==> src/rtl/scoreboard_pkg.sv <==
// rtl/scoreboard_pkg.sv - shared FSM encoding, BCD width and 7-segment patterns for the score counter
package scoreboard_pkg;

  typedef enum logic {
    PLAY = 1'b0,
    WON  = 1'b1
  } state_t;

  localparam int BCD_W = 4;

  // Active-high segment patterns, bit order gfedcba
  localparam logic [6:0] SEG_0     = 7'b0111111;
  localparam logic [6:0] SEG_1     = 7'b0000110;
  localparam logic [6:0] SEG_2     = 7'b1011011;
  localparam logic [6:0] SEG_3     = 7'b1001111;
  localparam logic [6:0] SEG_4     = 7'b1100110;
  localparam logic [6:0] SEG_5     = 7'b1101101;
  localparam logic [6:0] SEG_6     = 7'b1111101;
  localparam logic [6:0] SEG_7     = 7'b0000111;
  localparam logic [6:0] SEG_8     = 7'b1111111;
  localparam logic [6:0] SEG_9     = 7'b1101111;
  localparam logic [6:0] SEG_BLANK = 7'b0000000;

  function automatic logic [6:0] seg_encode(input logic [BCD_W-1:0] digit);
    case (digit)
      4'd0:    seg_encode = SEG_0;
      4'd1:    seg_encode = SEG_1;
      4'd2:    seg_encode = SEG_2;
      4'd3:    seg_encode = SEG_3;
      4'd4:    seg_encode = SEG_4;
      4'd5:    seg_encode = SEG_5;
      4'd6:    seg_encode = SEG_6;
      4'd7:    seg_encode = SEG_7;
      4'd8:    seg_encode = SEG_8;
      4'd9:    seg_encode = SEG_9;
      default: seg_encode = SEG_BLANK;
    endcase
  endfunction

endpackage

==> src/rtl/bcd_digit_updown.sv <==
// rtl/bcd_digit_updown.sv - one BCD digit register with increment/decrement and carry/borrow out
module bcd_digit_updown
  import scoreboard_pkg::*;
(
  input  logic             clk,
  input  logic             rst,
  input  logic             clear,
  input  logic             inc,
  input  logic             dec,
  output logic [BCD_W-1:0] digit,
  output logic             carry,
  output logic             borrow
);

  localparam logic [BCD_W-1:0] DIGIT_MAX = BCD_W'(9);

  // Carry/borrow are combinational so the next digit up moves on the same edge
  assign carry  = inc & (digit == DIGIT_MAX);
  assign borrow = dec & (digit == '0);

  // Digit register: wraps 9->0 on inc and 0->9 on dec, inc wins if both asserted
  always_ff @(posedge clk) begin
    if (rst || clear) begin
      digit <= '0;
    end else if (inc) begin
      digit <= carry ? '0 : digit + BCD_W'(1);
    end else if (dec) begin
      digit <= borrow ? DIGIT_MAX : digit - BCD_W'(1);
    end
  end

endmodule

==> src/rtl/score_counter_bcd.sv <==
// rtl/score_counter_bcd.sv - 2-digit BCD team score with edge detect, saturation and sticky win; SCORE_SEVEN_SEG_EN adds segment outputs
module score_counter_bcd
  import scoreboard_pkg::*;
#(
  parameter int MAX_SCORE = 99,
  parameter int WIN_SCORE = 21
) (
  input  logic             clk_1khz,
  input  logic             rst_i,
  input  logic             count_up_i,
  input  logic             count_down_i,
  input  logic             clear_i,
  output logic [BCD_W-1:0] tens_o,
  output logic [BCD_W-1:0] ones_o,
  output logic             win_o,
  output logic             changed_o
`ifdef SCORE_SEVEN_SEG_EN
  ,
  output logic [6:0]       seg_tens_o,
  output logic [6:0]       seg_ones_o
`endif
);

  state_t     state;
  logic       up_q;
  logic       down_q;
  logic       up_evt;
  logic       down_evt;
  logic [7:0] score_bin;
  logic       at_max;
  logic       at_zero;
  logic       hits_win;
  logic       playing;
  logic       inc_ones;
  logic       dec_ones;
  logic       ones_carry;
  logic       ones_borrow;
  logic       tens_carry;
  logic       tens_borrow;
  logic       unused_tens;

  assign up_evt   = count_up_i & ~up_q;
  assign down_evt = count_down_i & ~down_q;

  assign score_bin = 8'(tens_o) * 8'd10 + 8'(ones_o);
  assign at_max    = (score_bin == 8'(MAX_SCORE));
  assign at_zero   = (score_bin == 8'd0);
  // The increment that lands on WIN_SCORE starts from WIN_SCORE-1
  assign hits_win  = (WIN_SCORE != 0) && (score_bin == 8'(WIN_SCORE - 1));

  // Clear and WON both block counting; simultaneous events cancel
  assign playing  = (state == PLAY) & ~clear_i;
  assign inc_ones = playing & up_evt & ~down_evt & ~at_max;
  assign dec_ones = playing & down_evt & ~up_evt & ~at_zero;

  // Tens never carries or borrows out because the score saturates first
  assign unused_tens = tens_carry | tens_borrow;

  bcd_digit_updown u_ones (
    .clk    (clk_1khz),
    .rst    (rst_i),
    .clear  (clear_i),
    .inc    (inc_ones),
    .dec    (dec_ones),
    .digit  (ones_o),
    .carry  (ones_carry),
    .borrow (ones_borrow)
  );

  bcd_digit_updown u_tens (
    .clk    (clk_1khz),
    .rst    (rst_i),
    .clear  (clear_i),
    .inc    (ones_carry),
    .dec    (ones_borrow),
    .digit  (tens_o),
    .carry  (tens_carry),
    .borrow (tens_borrow)
  );

  // Edge registers track the inputs even during clear so no stale event fires later
  always_ff @(posedge clk_1khz) begin
    if (rst_i) begin
      up_q   <= 1'b0;
      down_q <= 1'b0;
    end else begin
      up_q   <= count_up_i;
      down_q <= count_down_i;
    end
  end

  // Play/won FSM with registered win flag and change pulse
  always_ff @(posedge clk_1khz) begin
    if (rst_i) begin
      state     <= PLAY;
      win_o     <= 1'b0;
      changed_o <= 1'b0;
    end else begin
      changed_o <= inc_ones | dec_ones | (clear_i & ~at_zero);
      if (clear_i) begin
        state <= PLAY;
        win_o <= 1'b0;
      end else begin
        case (state)
          PLAY: begin
            if (inc_ones && hits_win) begin
              state <= WON;
              win_o <= 1'b1;
            end
          end
          WON: begin
            state <= WON;
            win_o <= 1'b1;
          end
          default: begin
            state <= PLAY;
            win_o <= 1'b0;
          end
        endcase
      end
    end
  end

`ifdef SCORE_SEVEN_SEG_EN
  // Segment patterns registered from the digits, tens blanked when zero
  always_ff @(posedge clk_1khz) begin
    if (rst_i) begin
      seg_tens_o <= SEG_BLANK;
      seg_ones_o <= SEG_0;
    end else begin
      seg_tens_o <= (tens_o == '0) ? SEG_BLANK : seg_encode(tens_o);
      seg_ones_o <= seg_encode(ones_o);
    end
  end
`endif

endmodule

==> config.mk <==
export PLATFORM = sky130hd
export DESIGN_NAME = score_counter_bcd
export DESIGN_NICKNAME = d
export VERILOG_FILES = /design/src/rtl/scoreboard_pkg.sv /design/src/rtl/bcd_digit_updown.sv /design/src/rtl/score_counter_bcd.sv
export SDC_FILE = /design/constraint.sdc
export NUM_CORES = 1
export LEC_CHECK = 0
export BUFFER_PORTS_ARGS = -buffer_cell sky130_fd_sc_hd__buf_4
export CAP_MARGIN = 20
export CORE_ASPECT_RATIO = 0.8
export CORE_MARGIN = 5
export CORE_UTILIZATION = 35
export CTS_CLUSTER_DIAMETER = 50
export DETAILED_ROUTE_END_ITERATION = 8
export SLEW_MARGIN = 20
export SYNTH_ARGS = -nofsm -noshare
export SYNTH_HDL_FRONTEND = slang
export SYNTH_SLANG_ARGS = --single-unit
==> constraint.sdc <==
create_clock -name clk_1khz -period 2.9 [get_ports clk_1khz]
set_input_delay 0.145 -clock clk_1khz [delete_from_list [all_inputs] [get_ports clk_1khz]]
set_output_delay 0.145 -clock clk_1khz [all_outputs]
set_load 0.005 [all_outputs]
==> metrics.txt <==
# TYPE chip_impl_metric gauge
chip_impl_info{name="run_status",value="completed"} 1
chip_impl_metric{name="n_antenna_cell",unit=""} 0
chip_impl_info{name="setup.worst_path.start_class",value="flop"} 1
chip_impl_metric{name="drive_above_1_share",unit="%"} 31.0
chip_impl_metric{name="route.final.wire_length",unit="mm"} 3.24
chip_impl_metric{name="layout_min_cycle_time",unit="ns"} 2.80
chip_impl_metric{name="grt_max_degree",unit=""} 13
chip_impl_metric{name="cts_buffer_depth",unit=""} 2
chip_impl_info{name="synth.top_cells.by_area",value="sky130_fd_sc_hd__dfxtp_1, sky130_fd_sc_hd__ha_1, sky130_fd_sc_hd__nor2_1, sky130_fd_sc_hd__nand3_1, sky130_fd_sc_hd__a21oi_1"} 1
chip_impl_metric{name="synth_cells",unit=""} 144
chip_impl_metric{name="leakagePower",unit="nW"} 0.659
chip_impl_metric{name="required_time_of_the_critical_path",unit="ns"} 3.04
chip_impl_metric{name="synthArstFlopShare",unit="%"} 0
chip_impl_metric{name="placed_cells",unit=""} 209
chip_impl_metric{name="cts_bufs_inserted",unit=""} 3
chip_impl_metric{name="report.power.total",unit="mW"} 0.456
chip_impl_metric{name="num_vias",unit=""} 1198
chip_impl_metric{name="grt_pass1_vias",unit=""} 1139
chip_impl_metric{name="clock-sinks",unit=""} 13
chip_impl_metric{name="synth_nets",unit=""} 166
chip_impl_metric{name="drc",unit=""} 0
chip_impl_metric{name="cell_area_after_technology_mapping",unit="mm²"} 0.00118
chip_impl_metric{name="worst_slew_margin_rel",unit="%"} 61.3
chip_impl_info{name="yosys.area.top_type",value="sky130_fd_sc_hd__dfxtp_1"} 1
chip_impl_metric{name="drt-pass1-iter-count",unit=""} 4
chip_impl_metric{name="synth_seq_area_share",unit="%"} 22.1
chip_impl_info{name="root_buffer",value="sky130_fd_sc_hd__clkbuf_8"} 1
chip_impl_metric{name="die_area",unit="mm²"} 0.00463
chip_impl_metric{name="finish.net_count",unit=""} 197
chip_impl_metric{name="fp.coreArea",unit="mm²"} 0.00315
chip_impl_metric{name="synth_edf_count",unit=""} 0
chip_impl_metric{name="cp_max_fo",unit=""} 5
chip_impl_metric{name="globalRouteOverflowTotal",unit=""} 0
chip_impl_metric{name="worst_ir_drop_on_vdd",unit="V"} 0.000233
chip_impl_info{name="setup_repair_after_global_routing_missed_its_margin",value="false"} 1
chip_impl_metric{name="postRouteAntennaNets",unit=""} 0
chip_impl_metric{name="final_cell_count_no_fill",unit=""} 214
chip_impl_info{name="worstHoldPathType",value="primary input to flop"} 1
chip_impl_metric{name="clock_insertion_delay_worst_skew",unit="ns"} 0.25
chip_impl_info{name="worstSetupPathType",value="flop to flop"} 1
chip_impl_metric{name="floorplan.rows",unit=""} 18
chip_impl_metric{name="drv_slew",unit=""} 0
chip_impl_metric{name="cap_violations",unit=""} 0
chip_impl_metric{name="achievable-frequency",unit="GHz"} 0.357
chip_impl_metric{name="synth_unique_cells",unit=""} 45
chip_impl_metric{name="floorplan.die.height",unit="µm"} 61.9
chip_impl_metric{name="worstPathArrival",unit="ns"} 2.94
chip_impl_metric{name="grt.total_usage",unit="%"} 15.0
chip_impl_metric{name="finClkSkew",unit="ns"} 0.00476
chip_impl_metric{name="area.growth.synth_to_final",unit="%"} 32.2
chip_impl_metric{name="clk_transition_reported_paths",unit="ns"} 0.06
chip_impl_metric{name="antenna_found_initial",unit=""} 0
chip_impl_metric{name="hold_viol_final",unit=""} 0
chip_impl_metric{name="first_iter_violations",unit=""} 92
chip_impl_metric{name="gpl.final_weighted_congestion",unit=""} 0.887
chip_impl_metric{name="ctsHoldBuffers",unit=""} 0
chip_impl_metric{name="finalSetupViolCount",unit=""} 0
chip_impl_metric{name="place_hpwl",unit="mm"} 2.42
chip_impl_metric{name="power.density_cell_area",unit="mW/mm²"} 293
chip_impl_metric{name="syn-mean-instance-area",unit="µm²"} 8.18
chip_impl_metric{name="chipWidth",unit="µm"} 74.8
chip_impl_metric{name="port-buffer-count",unit=""} 14
chip_impl_metric{name="synth-warning-count",unit=""} 0
chip_impl_metric{name="initial_utilization",unit="%"} 37.3
chip_impl_metric{name="fill_cell_count",unit=""} 301
chip_impl_metric{name="yosys_register_bits",unit=""} 13
chip_impl_metric{name="wire_per_inst",unit="µm"} 15.1
chip_impl_metric{name="yosysTopAreaCellShare",unit="%"} 22.1
chip_impl_metric{name="grt_first_pass_wirelength",unit="mm"} 5.26
chip_impl_metric{name="io_pins",unit=""} 15
chip_impl_metric{name="cts_htree_levels",unit=""} 1
chip_impl_info{name="synthFlopType",value="sky130_fd_sc_hd__dfxtp_1"} 1
chip_impl_metric{name="worst-slew-pin-transition",unit="ns"} 0.578
chip_impl_metric{name="vias_per_cell",unit=""} 5.60
chip_impl_info{name="yosysMostFrequentCell",value="sky130_fd_sc_hd__ha_1"} 1
chip_impl_metric{name="fin_worst_hold_slack",unit="ns"} 0.0798
chip_impl_info{name="cts_tree",value="yes"} 1
chip_impl_info{name="synth_commonest_cells",value="sky130_fd_sc_hd__ha_1, sky130_fd_sc_hd__dfxtp_1, sky130_fd_sc_hd__nor2_1"} 1
chip_impl_metric{name="layout_worst_path_cycle_share",unit="%"} 96.5
chip_impl_info{name="crit_path_end_kind",value="flop"} 1
-- metal layers --
layer	track usage (%)	vias to the layer above	routed length, µm
met5	0	-	0
met1	19.3	566	1450
met4	4.57	0	37
met2	25.3	36	1560
met3	3.38	6	190
li1	-	590	-
-- stage by stage --
step                      area (µm²)  utilization (%)  setup slack, ns  setup TNS, ns
final                           1560             49.4            0.100              0
after global routing            1560             49.4           0.0290              0
after CTS                       1500             47.7           0.0530              0
after detailed placement        1440             45.6          -0.0811         -0.299
after global placement          1440             45.6           0.0440              0
after floorplan                 1200                -           0.0241              0
-- sequential cells by signal, summed over array words and instances (netlist names) --
name,flops
up_q,1
u_tens.digit,4
down_q,1
u_ones.digit,4
state,1
changed_o,1
win_o,1
-- cell families (layout without fill, tap and decap cells) --
family	count (synthesis)	after routing	share of synthesized area [%]
compound gates	34	34	21.3
mux	1	1	0.850
simple gates	64	64	29.3
buf+inv	11	41	4.14
xor+xnor	4	4	2.98
fa+ha+maj	17	17	19.3
flops	13	13	22.1
-- report_power, final --
| part | internal, mW | switching, mW |
|---|---|---|
| clock | 0.0973 | 0.0691 |
| sequential | 0.184 | 0.00449 |
| combinational | 0.0453 | 0.0564 |
-- critical path, stage by stage, from the launching register on --
cell                      delay, ns
sky130_fd_sc_hd__dfxtp_4       0.35
sky130_fd_sc_hd__ha_4          0.22
sky130_fd_sc_hd__ha_2          0.18
sky130_fd_sc_hd__fa_1          0.48
sky130_fd_sc_hd__buf_4         0.16
sky130_fd_sc_hd__nor3_1        0.29
sky130_fd_sc_hd__o211a_1       0.20
sky130_fd_sc_hd__and4_4        0.29
sky130_fd_sc_hd__or2_1         0.19
sky130_fd_sc_hd__a21oi_1       0.09
sky130_fd_sc_hd__o221a_2       0.24
-- final timing paths --
kind	from	endpoint	cells past startpoint	slack (ns)
worst min-delay path	rst_i	changed_o	2	0.08
worst min register to register	win_o	win_o	1	0.47
worst max-delay path	u_tens.digit[1]	u_ones.digit[2]	10	0.10
worst max register to register	u_tens.digit[1]	u_ones.digit[2]	10	0.10
-- cell usage in the layout, fill, tap and decap left out, types with 2 or more instances in the layout --
cell type                   n
sky130_fd_sc_hd__nand3_1    8
sky130_fd_sc_hd__or2_2      2
sky130_fd_sc_hd__nor3_1     7
sky130_fd_sc_hd__and3_1     2
sky130_fd_sc_hd__nor2_4     3
sky130_fd_sc_hd__fa_1       2
sky130_fd_sc_hd__nor2b_1    3
sky130_fd_sc_hd__o31a_1     3
sky130_fd_sc_hd__o21ai_0    4
sky130_fd_sc_hd__dfxtp_1   11
sky130_fd_sc_hd__clkbuf_8   3
sky130_fd_sc_hd__and4_4     2
sky130_fd_sc_hd__o21a_1     4
sky130_fd_sc_hd__nand2_1    8
sky130_fd_sc_hd__a21oi_1    6
sky130_fd_sc_hd__nor2_1    13
sky130_fd_sc_hd__buf_4     28
sky130_fd_sc_hd__nor3b_1    4
sky130_fd_sc_hd__ha_1      13
sky130_fd_sc_hd__a21oi_2    2
sky130_fd_sc_hd__xnor2_1    2
sky130_fd_sc_hd__inv_1      9
-- repair_timing --
| action | in CTS | in global routing |
|---|---|---|
| gates resized for setup | 9 | 9 |
| setup buffers | 0 | 1 |
| pin swaps | 1 | 7 |
| setup endpoints to repair | 7 | 9 |
-- cell type report --
type                       count  area (µm²)  share of cell area [%]
sequential                    13         265                    17.0
multi-input combinational    120         952                    61.2
inverter                       9        33.8                    2.17
clock buffer                   4        45.0                    2.89
tap                           40        50.0                    3.22
timing repair buffer          28         210                    13.5
(Power assumes the default switching activity.)
